**config.mk**
```make
export PLATFORM = sky130hd
export DESIGN_NAME = ibex_rf_wb_sequencer
export DESIGN_NICKNAME = d
export VERILOG_FILES = /design/src/rtl/ibex_rf_wb_pkg.sv /design/src/rtl/ibex_rf_wb_fifo.sv /design/src/rtl/ibex_rf_wb_sequencer.sv
export SDC_FILE = /design/constraint.sdc
export NUM_CORES = 1
export LEC_CHECK = 0
export CAP_MARGIN = 20
export CELL_PAD_IN_SITES_DETAIL_PLACEMENT = 0
export CELL_PAD_IN_SITES_GLOBAL_PLACEMENT = 1
export CORE_UTILIZATION = 42
export CTS_BUF_LIST = sky130_fd_sc_hd__clkbuf_8
export DETAILED_ROUTE_END_ITERATION = 8
export GPL_ROUTABILITY_DRIVEN = 0
export PLACE_DENSITY_LB_ADDON = 0.1
export SETUP_SLACK_MARGIN = 0.02
export SLEW_MARGIN = 20
export SYNTH_ARGS = -nofsm -noshare
export SYNTH_HDL_FRONTEND = slang
export SYNTH_SLANG_ARGS = --single-unit
```
**constraint.sdc**
```tcl
create_clock -name clk_int -period 9.65 [get_ports clk_int]
set_clock_uncertainty 0.05 [all_clocks]
set_input_delay 1.93 -clock clk_int [delete_from_list [all_inputs] [get_ports clk_int]]
set_output_delay 1.93 -clock clk_int [all_outputs]
set_load 0.1 [all_outputs]
```
**src/rtl/ibex_rf_wb_pkg.sv**
```systemverilog
// Shared types and helpers for the register-file writeback sequencer.
package ibex_rf_wb_pkg;

  localparam int unsigned RfAddrW = 5;

  typedef struct packed {
    logic [RfAddrW-1:0] waddr;
    logic [31:0]        wdata;
  } wb_req_t;

  // In RV32E only the low four address bits select a register.
  function automatic logic is_x0(input logic [RfAddrW-1:0] addr, input logic rv32e);
    return rv32e ? (addr[3:0] == 4'd0) : (addr == 5'd0);
  endfunction

endpackage

```
**src/rtl/ibex_rf_wb_fifo.sv**
```systemverilog
// Circular-buffer FIFO for LSU writebacks with synchronous flush.
module ibex_rf_wb_fifo #(
  parameter int unsigned Depth = 2,
  parameter int unsigned Width = 37
) (
  input  logic             clk_int,
  input  logic             rst_ni,
  input  logic             flush_i,
  input  logic             push_i,
  input  logic [Width-1:0] wdata_i,
  input  logic             pop_i,
  output logic [Width-1:0] rdata_o,
  output logic             full_o,
  output logic             empty_o
);

  localparam int unsigned PtrW = (Depth > 1) ? $clog2(Depth) : 1;
  localparam int unsigned CntW = $clog2(Depth + 1);

  logic [Width-1:0] mem_q [Depth];
  logic [PtrW-1:0]  wr_ptr_q, rd_ptr_q;
  logic [CntW-1:0]  count_q;

  function automatic logic [PtrW-1:0] ptr_inc(input logic [PtrW-1:0] ptr);
    return (ptr == PtrW'(Depth - 1)) ? '0 : ptr + PtrW'(1);
  endfunction

  assign full_o  = (count_q == CntW'(Depth));
  assign empty_o = (count_q == '0);
  assign rdata_o = mem_q[rd_ptr_q];

  always_ff @(posedge clk_int or negedge rst_ni) begin
    if (!rst_ni) begin
      wr_ptr_q <= '0;
      rd_ptr_q <= '0;
      count_q  <= '0;
    end else if (flush_i) begin
      wr_ptr_q <= '0;
      rd_ptr_q <= '0;
      count_q  <= '0;
    end else begin
      if (push_i) wr_ptr_q <= ptr_inc(wr_ptr_q);
      if (pop_i)  rd_ptr_q <= ptr_inc(rd_ptr_q);
      if (push_i && !pop_i)      count_q <= count_q + CntW'(1);
      else if (!push_i && pop_i) count_q <= count_q - CntW'(1);
    end
  end

  // Storage is only ever read through a valid head, so it needs no reset.
  always_ff @(posedge clk_int) begin
    if (push_i && !flush_i) mem_q[wr_ptr_q] <= wdata_i;
  end

endmodule

```
**src/rtl/ibex_rf_wb_sequencer.sv**
```systemverilog
// Merges EX and buffered LSU writebacks onto the single RF write port.
// Optional macro RF_WB_STALL_CNT_EN adds a saturating EX stall-cycle counter.
module ibex_rf_wb_sequencer
  import ibex_rf_wb_pkg::*;
#(
  parameter int unsigned          DataWidth    = 32,
  parameter bit                   RV32E        = 1'b0,
  parameter int unsigned          LsuFifoDepth = 2,
  parameter logic [DataWidth-1:0] WordZeroVal  = '0
) (
  input  logic                 clk_int,
  input  logic                 rst_ni,
  input  logic                 flush_i,
  input  logic                 ex_valid_i,
  input  logic [4:0]           ex_waddr_i,
  input  logic [DataWidth-1:0] ex_wdata_i,
  output logic                 ex_ready_o,
  input  logic                 lsu_valid_i,
  input  logic [4:0]           lsu_waddr_i,
  input  logic [DataWidth-1:0] lsu_wdata_i,
  output logic                 lsu_ready_o,
  output logic                 rf_we_o,
  output logic [4:0]           rf_waddr_o,
  output logic [DataWidth-1:0] rf_wdata_o,
  output logic                 pend_valid_o,
  output logic [4:0]           pend_waddr_o,
  output logic [DataWidth-1:0] pend_wdata_o,
`ifdef RF_WB_STALL_CNT_EN
  output logic [15:0]          ex_stall_cnt_o,
`endif
  output logic                 busy_o
);

  localparam int unsigned        EntryW   = RfAddrW + DataWidth;
  localparam logic [RfAddrW-1:0] AddrMask = RV32E ? 5'h0F : 5'h1F;

  logic                 fifo_push, fifo_pop, fifo_full, fifo_empty;
  logic [EntryW-1:0]    fifo_head;
  logic [RfAddrW-1:0]   head_waddr, ex_waddr;
  logic [DataWidth-1:0] head_wdata;
  logic                 head_x0, ex_x0, addr_hit, pick_head, issue_ex;

  logic                 pend_valid_q;
  logic [RfAddrW-1:0]   pend_waddr_q;
  logic [DataWidth-1:0] pend_wdata_q;

  // A pop in the same cycle frees a slot, so a full FIFO can still accept.
  assign lsu_ready_o = ~fifo_full | fifo_pop;
  assign fifo_push   = lsu_valid_i & lsu_ready_o;

  ibex_rf_wb_fifo #(
    .Depth (LsuFifoDepth),
    .Width (EntryW)
  ) u_lsu_fifo (
    .clk_int (clk_int),
    .rst_ni  (rst_ni),
    .flush_i (flush_i),
    .push_i  (fifo_push),
    .wdata_i ({lsu_waddr_i, lsu_wdata_i}),
    .pop_i   (fifo_pop),
    .rdata_o (fifo_head),
    .full_o  (fifo_full),
    .empty_o (fifo_empty)
  );

  assign head_waddr = fifo_head[EntryW-1 -: RfAddrW] & AddrMask;
  assign head_wdata = fifo_head[DataWidth-1:0];
  assign ex_waddr   = ex_waddr_i & AddrMask;
  assign head_x0    = is_x0(head_waddr, RV32E);
  assign ex_x0      = is_x0(ex_waddr, RV32E);

  // Same destination: the older LSU write must land before the EX write.
  assign addr_hit   = (head_waddr == ex_waddr) & ~head_x0 & ~ex_x0;
  assign pick_head  = ~fifo_empty & (fifo_full | addr_hit | ~ex_valid_i);
  assign issue_ex   = ex_valid_i & ~pick_head;
  assign fifo_pop   = pick_head;
  assign ex_ready_o = ~pick_head;

  always_comb begin
    rf_we_o    = 1'b0;
    rf_waddr_o = '0;
    rf_wdata_o = WordZeroVal;
    if (pick_head) begin
      rf_we_o    = ~head_x0;
      rf_waddr_o = head_waddr;
      rf_wdata_o = head_wdata;
    end else if (issue_ex) begin
      rf_we_o    = ~ex_x0;
      rf_waddr_o = ex_waddr;
      rf_wdata_o = ex_wdata_i;
    end
  end

  // Mirrors the write the latch RF is committing this cycle, for forwarding.
  always_ff @(posedge clk_int or negedge rst_ni) begin
    if (!rst_ni) begin
      pend_valid_q <= 1'b0;
      pend_waddr_q <= '0;
      pend_wdata_q <= WordZeroVal;
    end else begin
      pend_valid_q <= rf_we_o;
      if (rf_we_o) begin
        pend_waddr_q <= rf_waddr_o;
        pend_wdata_q <= rf_wdata_o;
      end
    end
  end

  assign pend_valid_o = pend_valid_q;
  assign pend_waddr_o = pend_waddr_q;
  assign pend_wdata_o = pend_wdata_q;
  assign busy_o       = ~fifo_empty | pend_valid_q;

`ifdef RF_WB_STALL_CNT_EN
  logic [15:0] stall_cnt_q;

  always_ff @(posedge clk_int or negedge rst_ni) begin
    if (!rst_ni) begin
      stall_cnt_q <= '0;
    end else if (ex_valid_i && !ex_ready_o && stall_cnt_q != 16'hFFFF) begin
      stall_cnt_q <= stall_cnt_q + 16'd1;
    end
  end

  assign ex_stall_cnt_o = stall_cnt_q;
`endif

endmodule

```
# ---- Word-level counts from Yosys, hierarchy flattened
# Memories as Yosys holds them, arrays and structs flattened.
# Cells that the tools add are included.
dict set report word_totals {
  ff_bits 42
  rom_bits 0
  n_memories 1
  mem_bits_rw 74
  latchBits 0
  output_inout_bits 79
}
dict set report op_classes {
  multipliers 0
  reduce_logical 12
  bitwise 15
  div 0
  n_mux 17
  eq_ne 2
  n_lt_le_gt_ge 0
  n_addsub 4
  n_shift 0
}
# name words word_bits read_ports rd_ports_with_merged_regs write_ports line
set memory_table {}
lappend memory_table {u_lsu_fifo.mem_q 2 37 1 0 1 ibex_rf_wb_fifo.sv:20} ;# logic [Width-1:0] mem_q [Depth];
# cell n
set ops {}
lappend ops {{32-bit 2-to-1 mux} 2}
lappend ops {{5-bit zero test} 2}
lappend ops {{1-bit 2-to-1 mux} 10}
lappend ops {{5-bit 2-to-1 mux} 2}
lappend ops {{2-bit 2-to-1 mux} 3}
lappend ops {{1-bit inverter} 6}
lappend ops {{1-bit bitwise AND} 5}
lappend ops {{5-bit == test} 1}
lappend ops {{1-bit bitwise OR} 4}
lappend ops {{2-bit nonzero test} 2}
lappend ops {{1-bit logical AND} 3}
lappend ops {{1-bit zero test} 3}
lappend ops {{3-bit nonzero test} 1}
lappend ops {{1-bit adder (second input constant)} 2}
lappend ops {{2-bit by 1-bit adder with 2-bit output (second input constant)} 1}
lappend ops {{2-bit == test (second input constant)} 1}
lappend ops {{2-bit zero test} 1}
lappend ops {{2-bit by 1-bit subtractor with 2-bit output (second input constant)} 1}

# ---- Logic depth before layout (Yosys ltp)
# Gate-level depths: netlist of run 1.
# An unclocked memory read counts as a cell.
dict set report depth {
  word_depth 15
  ltp_mapped 10
}

# ---- Hierarchy
# From an unflattened synthesis of run 1, not the netlist that was laid out.
dict set report hier_totals {
  cells_unflattened 483
  area_unflattened_um2 5933.2
}
# module n_inst seq_area_each_um2 area_each_um2 cells_per_inst
set by_module_without_submodules {}
lappend by_module_without_submodules {ibex_rf_wb_fifo 1 2322.2 2967.8 135}
lappend by_module_without_submodules {ibex_rf_wb_sequencer 1 950.9 2965.3 348}

# ---- Worst setup path after synthesis of run 1
# No wires, ideal clock.
dict set report synth_timing {
  kind {input port to output port}
  start {in ex_waddr_i[3]}
  end {out rf_waddr_o[1]}
  stages 5
  slack_ns 2.419
  t_arrival_ns 5.251
  cell_sequence {o31a_1 > nor4_4 > a21oi_4 > buf_2 > o21ai_0}
}
dict set report synth_between {
  elab_chain_cells 10
  word_cells_on_any_way 12
  classes_between {eq/ne: 1; mux: 2; bitwise: 8; reduce/logical: 1}
}
# element line
set synth_rtl {}
lappend synth_rtl {{start: declaration} ibex_rf_wb_sequencer.sv:15} ;# input logic [4:0] ex_waddr_i,
lappend synth_rtl {{5-bit == test / 5-bit zero test (equally long branches)} {ibex_rf_wb_sequencer.sv:73, ibex_rf_wb_pkg.sv:13}}
lappend synth_rtl {{1-bit bitwise AND / 1-bit inverter (equally long branches)} ibex_rf_wb_sequencer.sv:73} ;# assign addr_hit = (head_waddr == ex_waddr) & ~head_x0 & ~ex_x0;
lappend synth_rtl {{1-bit bitwise AND (*)} ibex_rf_wb_sequencer.sv:73}
lappend synth_rtl {{1-bit bitwise OR (*) (2 in series)} ibex_rf_wb_sequencer.sv:74} ;# assign pick_head = ~fifo_empty & (fifo_full | addr_hit | ~ex_valid_i);
lappend synth_rtl {{1-bit bitwise AND (*)} ibex_rf_wb_sequencer.sv:74}
lappend synth_rtl {{1-bit inverter (*)} --}
lappend synth_rtl {{via ex_ready_o} ibex_rf_wb_sequencer.sv:17} ;# output logic ex_ready_o,
lappend synth_rtl {{1-bit bitwise AND (*)} ibex_rf_wb_sequencer.sv:75} ;# assign issue_ex = ex_valid_i & ~pick_head;
lappend synth_rtl {{5-bit 2-to-1 mux (*)} ibex_rf_wb_sequencer.sv:87} ;# end else if (issue_ex) begin
lappend synth_rtl {{5-bit 2-to-1 mux (*)} ibex_rf_wb_sequencer.sv:83} ;# if (pick_head) begin
lappend synth_rtl {{end: declaration} ibex_rf_wb_sequencer.sv:23} ;# output logic [4:0] rf_waddr_o,
# Mark *: on every way through the listed nets, which the timed path passes. The rest lies on a longest branch.

# ---- Worst setup path after layout of run 1
dict set report layout_timing {
  start {in ex_waddr_i[3]}
  end {out rf_waddr_o[1]}
}
dict set report layout_between {
  elab_chain_cells 10
  word_cells_on_any_way 12
  classes_between {eq/ne: 1; mux: 2; bitwise: 8; reduce/logical: 1}
}
# element line
set layout_rtl {}
lappend layout_rtl {{5-bit == test / 5-bit zero test (equally long branches)} {ibex_rf_wb_sequencer.sv:73, ibex_rf_wb_pkg.sv:13}}
lappend layout_rtl {{1-bit bitwise AND / 1-bit inverter (equally long branches)} ibex_rf_wb_sequencer.sv:73}
lappend layout_rtl {{1-bit bitwise AND (*)} ibex_rf_wb_sequencer.sv:73}
lappend layout_rtl {{1-bit bitwise OR (*) (2 in series)} ibex_rf_wb_sequencer.sv:74}
lappend layout_rtl {{1-bit bitwise AND (*)} ibex_rf_wb_sequencer.sv:74}
lappend layout_rtl {{1-bit inverter} ibex_rf_wb_sequencer.sv:75}
lappend layout_rtl {{1-bit bitwise AND} ibex_rf_wb_sequencer.sv:75}
lappend layout_rtl {{5-bit 2-to-1 mux} ibex_rf_wb_sequencer.sv:87}
lappend layout_rtl {{5-bit 2-to-1 mux (*)} ibex_rf_wb_sequencer.sv:83}
# Every way passes the cells marked *; elsewhere a longest branch is shown, timed or not.

==> impl_metrics.prom, run 1 <==
# TYPE chip_impl_metric gauge
chip_impl_metric{name="ios",unit=""} 158
chip_impl_metric{name="worst-path-buf-inv",unit=""} 2
chip_impl_metric{name="detailedRoute.firstPassIterationCount",unit=""} 6
chip_impl_info{name="violations_in_the_final_reports",value="design-rule violations"} 1
chip_impl_metric{name="reg2regPathDepth",unit=""} 8
chip_impl_metric{name="final_design_area_no_fill",unit="µm²"} 7120
chip_impl_metric{name="ant_nets",unit=""} 0
chip_impl_metric{name="timing.reg2reg.setup_slack",unit="ns"} 6.06
chip_impl_metric{name="grt_use_total",unit="%"} 18.8
chip_impl_metric{name="final_nets",unit=""} 545
chip_impl_metric{name="clock_sinks",unit=""} 116
chip_impl_info{name="postSynth.topFlopCell",value="edfxtp_1"} 1
chip_impl_metric{name="xor_and_xnor_fraction_of_the_mapped_netlist_area",unit="%"} 1.72
chip_impl_info{name="setup.worst_path.start",value="ex_waddr_i[3]"} 1
chip_impl_info{name="mostFrequentLayoutCell",value="clkdlybuf4s50_1"} 1
chip_impl_info{name="tritoncts_clock_tree",value="yes"} 1
chip_impl_metric{name="postSynthAreaPerCell",unit="µm²"} 16.5
chip_impl_metric{name="syn_inst",unit=""} 304
chip_impl_metric{name="ys_warn_count",unit=""} 0
chip_impl_metric{name="crit_cells",unit=""} 8
chip_impl_metric{name="post-cts-setup-buffer-count",unit=""} 0
chip_impl_metric{name="grt_pass1_wl",unit="mm"} 17.6
chip_impl_info{name="status",value="finished with violations"} 1
chip_impl_metric{name="synth_compound_area_share",unit="%"} 9.84
chip_impl_metric{name="critPathArrivalTime",unit="ns"} 5.64
chip_impl_info{name="critPathCapture",value="rf_waddr_o[1]"} 1
chip_impl_metric{name="timing.slew.headroom",unit="%"} 26.7
chip_impl_metric{name="required",unit="ns"} 7.67
chip_impl_metric{name="synth_nets",unit=""} 383
chip_impl_metric{name="rows",unit=""} 39
chip_impl_metric{name="yosys.area.top_type_share",unit="%"} 44.3
chip_impl_metric{name="die_area",unit="µm²"} 12400
chip_impl_info{name="worst_r2r_endpoint",value="pend_wdata_o[18]"} 1
chip_impl_metric{name="synth_edf_count",unit=""} 74
chip_impl_metric{name="time_the_worst_path_needs_with_i_o_delays_and_setup",unit="ns"} 7.62
chip_impl_metric{name="via_count",unit=""} 3218
chip_impl_metric{name="fp.dieH",unit="µm"} 111
chip_impl_metric{name="achievable-frequency",unit="GHz"} 0.131
chip_impl_metric{name="avgViaCountPerCell",unit=""} 5.17
chip_impl_metric{name="routed_wirelength",unit="mm"} 11.0
chip_impl_metric{name="detailed_place.area",unit="µm²"} 6690
chip_impl_metric{name="cellPowerDensity",unit="nW/µm²"} 354
chip_impl_metric{name="num_antenna_cells",unit=""} 0
chip_impl_metric{name="hpwl_reported_at_the_end_of_detailed_placement",unit="mm"} 7.25
chip_impl_metric{name="horiz_die_dim",unit="µm"} 111
chip_impl_metric{name="ys_seq_elements",unit=""} 116
chip_impl_metric{name="cp_max_fo",unit=""} 36
chip_impl_info{name="yosys.area.top_type",value="edfxtp_1"} 1
chip_impl_metric{name="synth_simple_gate_area_share",unit="%"} 3.54
chip_impl_info{name="cts.root.buffer_cell",value="clkbuf_8"} 1
chip_impl_metric{name="setup_viol",unit=""} 0
chip_impl_metric{name="synthesized_area_fraction_occupied_by_adder_cells",unit="%"} 0
chip_impl_metric{name="final_layout_size_suffix_gt1_share",unit="%"} 16.7
chip_impl_info{name="r2r-start",value="u_lsu_fifo.rd_ptr_q"} 1
chip_impl_metric{name="synth.cell_area",unit="µm²"} 5020
chip_impl_info{name="timing_worst_setup_path_type",value="in2out"} 1
chip_impl_metric{name="highest_ir_drop_seen_on_vdd",unit="mV"} 0.264
chip_impl_metric{name="slew_viol_final",unit=""} 0
chip_impl_metric{name="synth.yosys.seq_area_share",unit="%"} 65.2
chip_impl_metric{name="ctsResizeCount",unit=""} 0
chip_impl_metric{name="floorplan.core_area",unit="µm²"} 11500
chip_impl_metric{name="slowest_delay",unit="ns"} 1.16
chip_impl_info{name="critPathTopFamily",value="buffers and inverters"} 1
chip_impl_metric{name="total_number_of_h_tree_levels",unit=""} 4
chip_impl_info{name="cp-start-kind",value="primary input"} 1
chip_impl_info{name="cpMaxStageDelayCell",value="clkdlybuf4s50_1"} 1
chip_impl_metric{name="io_buffer_count",unit=""} 156
chip_impl_metric{name="wire_per_inst",unit="µm"} 17.7
chip_impl_info{name="end_kind",value="output port"} 1
chip_impl_metric{name="areaGrowthSynthToFinish",unit="%"} 41.7
chip_impl_metric{name="ys_async_sr_fraction",unit="%"} 36.2
chip_impl_metric{name="grt_antenna_before_repair",unit=""} 0
chip_impl_metric{name="drc_errors",unit=""} 18
chip_impl_metric{name="cts_max_path_buffers",unit=""} 2
chip_impl_metric{name="synth.mux.area_fraction",unit="%"} 16.8
chip_impl_metric{name="timing_worst_slew_pin_value",unit="ns"} 1.10
chip_impl_metric{name="p_leak",unit="nW"} 2.64
chip_impl_metric{name="cts_buffers",unit=""} 17
chip_impl_metric{name="drv_cap",unit=""} 0
chip_impl_info{name="synthTopCellsByArea",value="edfxtp_1, dfrtp_1, mux2_4"} 1
chip_impl_metric{name="initial_cell_density_of_the_core",unit="%"} 43.6
chip_impl_metric{name="first_global_vias",unit=""} 3439
chip_impl_metric{name="totalNegativeSetupSlack",unit="ns"} 0
chip_impl_info{name="rsz0062_at_grt",value="no"} 1
chip_impl_metric{name="worstSkewPairLatency",unit="ns"} 0.42
chip_impl_metric{name="layout_worst_path_cycle_share",unit="%"} 79.0
chip_impl_metric{name="report.final.hold_viol_count",unit=""} 0
chip_impl_metric{name="overflow",unit=""} 0
chip_impl_info{name="layout.cells.most_common_list",value="clkdlybuf4s50_1, edfxtp_1, dfrtp_1, mux2i_1, o2bb2ai_1"} 1
chip_impl_metric{name="clk_transition_reported_paths",unit="ns"} 0.07
chip_impl_metric{name="cts.hold.buffers_added",unit=""} 0
chip_impl_info{name="synth_top_family_by_area",value="multiplexers"} 1
chip_impl_metric{name="number_of_drc_violations_after_detailed_routing_iteration_0",unit=""} 146
chip_impl_metric{name="grt_max_degree",unit=""} 43
chip_impl_metric{name="synth.lib_cells_used.distinct",unit=""} 45
chip_impl_info{name="worstHoldPathType",value="reg2reg"} 1
chip_impl_metric{name="utilization",unit="%"} 61.8
chip_impl_info{name="critical_path.cell_chain",value="clkdlybuf4s50_1, or4_4, o21ai_2, nor4_4, a21oi_4, nand2_1, o21ai_0, clkdlybuf4s50_1"} 1
chip_impl_info{name="critical_path.most_common_cell",value="clkdlybuf4s50_1"} 1
[stage by stage]
stage	cells	hold WS, ns	power, mW	worst slack [ns]
detailed placement	590	0.443	2.05	2.02
finish	622	0.459	2.52	2.03
global placement	590	0.443	2.04	2.14
CTS	622	0.464	2.54	2.01
global route	622	0.478	2.61	1.89
floorplan	304	0.467	1.75	2.42
[power breakdown]
group	internal [mW]	leakage (nW)	switching, mW
Clock	0.301	0.229	0.186
Sequential	0.614	1.21	0.0562
Combinational	0.359	1.21	1.00
Total	1.27	2.64	1.25
[area by class of cell]
class / instances / area, µm²
Tap cell: 143 / 179
Multi-Input combinational cell: 164 / 1620
Clock inverter: 15 / 196
Fill cell: 948 / 4400
Timing Repair Buffer: 160 / 1590
Sequential cell: 116 / 3270
Inverter: 7 / 28.8
Clock buffer: 17 / 234
[cell families (layout without fill, tap and decap cells)]
logic type                Yosys count  after routing
DFF                               116            116
xor gates and xnor gates            9              9
and+or+nand+nor                    26             26
buffers and inverters              24            199
muxes                              69             69
AOI/OAI and AO/OA                  59             59
other                               1              1
[Yosys cell counts (all sizes together) (2+ instances only)]
cell type	n
o21ai	8
a21oi	6
mux2i	36
dfrtp	42
nor2	7
inv	7
a21o	2
clkbuf	3
buf	14
xnor2	8
edfxtp	74
o221ai	4
nor4	5
o31a	2
nand2	7
mux2	33
o2bb2ai	32
[how the worst min path moves through the flow]
| stage | from | end | slack, ns | cells after the start |
|---|---|---|---|---|
| finish | pend_wdata_o[30] | pend_wdata_o[30] | 0.46 | 1 |
| global route | pend_wdata_o[12] | pend_wdata_o[12] | 0.48 | 1 |
| CTS | pend_wdata_o[22] | pend_wdata_o[22] | 0.46 | 1 |
| detailed placement | pend_wdata_o[24] | pend_wdata_o[24] | 0.44 | 1 |
| global placement | pend_wdata_o[21] | pend_wdata_o[21] | 0.44 | 1 |
| floorplan | u_lsu_fifo.wr_ptr_q | u_lsu_fifo.wr_ptr_q | 0.47 | 2 |
[state kept, by name (all words and copies together), names as in the netlist]
name,flops
pend_wdata_o,32
u_lsu_fifo.mem_q,74
u_lsu_fifo.rd_ptr_q,1
u_lsu_fifo.count_q,2
pend_valid_o,1
pend_waddr_o,5
u_lsu_fifo.wr_ptr_q,1
[routing by layer]
| metal | up-vias | wire (µm) | global-route usage, % |
|---|---|---|---|
| li1 | 1514 | - | - |
| met3 | 9 | 754 | 5.55 |
| met2 | 113 | 5260 | 30.3 |
| met4 | 0 | 119 | 7.03 |
| met5 | - | 0 | 0 |
| met1 | 1582 | 4890 | 24.1 |
Power figures use the tool's default switching activity.
==> inputs of run 2 (changes only) <==
- CORE_UTILIZATION: 42 -> 35
- clock period: 9.65 -> 6.2 ns (I/O delays scaled with it)
==> impl_metrics.prom, run 2 (synthesis gave the netlist of run 1 again) <==
# TYPE chip_impl_metric gauge
chip_impl_metric{name="via_count",unit=""} 3189
chip_impl_metric{name="p_seq_share",unit="%"} 26.9
chip_impl_info{name="rsz0062_at_grt",value="no"} 1
chip_impl_info{name="cp-start-kind",value="primary input"} 1
chip_impl_info{name="status",value="complete, no violations"} 1
chip_impl_metric{name="achievable-frequency",unit="GHz"} 0.194
chip_impl_metric{name="report.final.hold_viol_count",unit=""} 0
chip_impl_metric{name="clock_sinks",unit=""} 116
chip_impl_metric{name="first_global_vias",unit=""} 3329
chip_impl_metric{name="areaGrowthSynthToFinish",unit="%"} 41.3
chip_impl_metric{name="multi_input_area",unit="µm²"} 1620
chip_impl_info{name="worstHoldPathType",value="reg2reg"} 1
chip_impl_metric{name="number_of_drc_violations_after_detailed_routing_iteration_0",unit=""} 142
chip_impl_metric{name="layout_worst_path_cycle_share",unit="%"} 83.3
chip_impl_metric{name="totalNegativeSetupSlack",unit="ns"} 0
chip_impl_metric{name="setup_viol",unit=""} 0
chip_impl_metric{name="cp_max_fo",unit=""} 20
chip_impl_metric{name="wire_per_inst",unit="µm"} 17.4
chip_impl_metric{name="finalHoldWorstSlack",unit="ns"} 0.458
chip_impl_metric{name="power.combinational.fraction",unit="%"} 54.7
chip_impl_metric{name="detailedRoute.firstPassIterationCount",unit=""} 4
chip_impl_metric{name="cts_max_path_buffers",unit=""} 2
chip_impl_metric{name="final_layout_size_suffix_gt1_share",unit="%"} 26.2
chip_impl_info{name="end_kind",value="output port"} 1
chip_impl_metric{name="rows",unit=""} 43
chip_impl_metric{name="worstSkewPairLatency",unit="ns"} 0.44
chip_impl_metric{name="largest_reg_flops",unit=""} 74
chip_impl_metric{name="clockPowerShare",unit="%"} 18.4
chip_impl_metric{name="cts.hold.buffers_added",unit=""} 0
chip_impl_metric{name="hpwl_reported_at_the_end_of_detailed_placement",unit="mm"} 7.72
chip_impl_info{name="cts.root.buffer_cell",value="clkbuf_8"} 1
chip_impl_metric{name="required",unit="ns"} 4.91
chip_impl_metric{name="io_buffer_count",unit=""} 156
chip_impl_metric{name="drv_cap",unit=""} 0
chip_impl_metric{name="time_the_worst_path_needs_with_i_o_delays_and_setup",unit="ns"} 5.16
chip_impl_metric{name="ctsResizeCount",unit=""} 0
chip_impl_metric{name="initial_cell_density_of_the_core",unit="%"} 36.0
chip_impl_metric{name="timing_worst_slew_pin_value",unit="ns"} 0.971
chip_impl_metric{name="drc_errors",unit=""} 0
chip_impl_metric{name="fillCellCount",unit=""} 1178
chip_impl_metric{name="num_antenna_cells",unit=""} 0
chip_impl_metric{name="ant_nets",unit=""} 0
chip_impl_info{name="timing_worst_setup_path_type",value="in2out"} 1
chip_impl_metric{name="ios",unit=""} 158
chip_impl_metric{name="total_number_of_h_tree_levels",unit=""} 4
chip_impl_info{name="layout.cells.most_common_list",value="clkdlybuf4s50_1, edfxtp_1, buf_4, dfrtp_1, mux2i_1"} 1
chip_impl_metric{name="power_switching_share",unit="%"} 50.4
chip_impl_metric{name="final_nets",unit=""} 547
chip_impl_metric{name="grt_max_degree",unit=""} 43
chip_impl_metric{name="avgViaCountPerCell",unit=""} 4.82
chip_impl_metric{name="final-seq-area",unit="µm²"} 3270
chip_impl_metric{name="floorplan.core_area",unit="µm²"} 13900
chip_impl_metric{name="fp.dieH",unit="µm"} 122
chip_impl_info{name="tritoncts_clock_tree",value="yes"} 1
chip_impl_metric{name="switching_pwr",unit="mW"} 1.95
chip_impl_metric{name="post-cts-setup-buffer-count",unit=""} 0
chip_impl_metric{name="slew_viol_final",unit=""} 0
chip_impl_metric{name="clk_transition_reported_paths",unit="ns"} 0.06
chip_impl_metric{name="p_leak",unit="nW"} 2.69
chip_impl_metric{name="routed_wirelength",unit="mm"} 11.5
chip_impl_metric{name="die_area",unit="µm²"} 14800
chip_impl_metric{name="grt_pass1_wl",unit="mm"} 18.0
chip_impl_metric{name="timing.slew.headroom",unit="%"} 35.1
chip_impl_metric{name="grt_use_total",unit="%"} 16.7
chip_impl_metric{name="highest_ir_drop_seen_on_vdd",unit="mV"} 0.321
chip_impl_metric{name="cell_internal_pwr",unit="mW"} 1.92
chip_impl_metric{name="utilization",unit="%"} 50.9
chip_impl_metric{name="cellPowerDensity",unit="nW/µm²"} 545
chip_impl_info{name="registers.top_by_ff_count",value="u_lsu_fifo.mem_q"} 1
chip_impl_metric{name="overflow",unit=""} 0
chip_impl_metric{name="cts_buffers",unit=""} 17
chip_impl_info{name="mostFrequentLayoutCell",value="clkdlybuf4s50_1"} 1
chip_impl_metric{name="grt_antenna_before_repair",unit=""} 0
chip_impl_metric{name="critPathArrivalTime",unit="ns"} 3.87
chip_impl_metric{name="horiz_die_dim",unit="µm"} 122
==> run 2: cell types whose count changed in the layout (fill, tap and decap cells not counted), sizes merged <==
| cell | delta |
|---|---|
| buf | +41 |
| bufinv | -3 |
| clkbuf | +6 |
| clkdlybuf4s50 | -39 |
| clkinv | -4 |
| clkinvlp | +3 |
| inv | -2 |
==> run 2: cell type report <==
type / count / area share (%)
Sequential cell: 116 / 46.1
Multi-Input combinational cell: 164 / 22.8
Clock buffer: 23 / 4.46
Inverter: 7 / 0.406
Tap cell: 180 / 3.17
Clock inverter: 9 / 1.43
Timing Repair Buffer: 162 / 21.6
==> run 2: final timing paths <==
check	slack, ns	end	cells after the start	startpoint
max in group asynchronous	4.89	u_lsu_fifo.rd_ptr_q	1	rst_ni
min in group asynchronous	0.76	pend_waddr_o[3]	1	rst_ni
setup / recovery	1.04	rf_waddr_o[2]	9	ex_waddr_i[3]
hold / removal	0.46	pend_wdata_o[7]	1	pend_wdata_o[7]
hold reg to reg	0.46	pend_wdata_o[7]	1	pend_wdata_o[7]
setup reg to reg	3.31	pend_wdata_o[19]	7	u_lsu_fifo.rd_ptr_q
==> run 2: power by group through the flow <==
stage	Combinational, mW	Sequential (mW)	Clock (mW)
2_1_floorplan	0.937	1.79	0
3_3_place_gp	2.12	1.05	0
3_5_place_dp	2.13	1.05	0
4_1_cts	2.13	1.04	0.734
5_1_grt	2.19	1.06	0.772
6_report	2.12	1.04	0.713
==> run 2: critical path, stage by stage <==
cell and delay [ns]:
clkdlybuf4s50_1 0.51, or4_4 0.58, o21ai_2 0.17, nor4_4 0.06
a21oi_4 0.54, buf_12 0.25, nand2_1 0.09, o21ai_1 0.10
buf_4 0.31
==> run 2: layer usage <==
metal | part of all wire (%) | vias up | global-route usage (%)
met5 | 0 | - | 0
met4 | 1.6 | 0 | 7.10
met3 | 6.6 | 15 | 6.18
met2 | 48 | 110 | 25.9
met1 | 44 | 1552 | 20.8
li1 | - | 1512 | -
==> run 2: stage by stage <==
step           std cells  power, mW  cell area (µm²)  setup slack, ns
6_report             661       3.87             7100             1.04
5_1_grt              661       4.02             7100            0.935
4_1_cts              661       3.91             7090             1.01
3_5_place_dp         629       3.18             6680             1.03
3_3_place_gp         629       3.18             6680             1.05
2_1_floorplan        304       2.73             5020            0.349
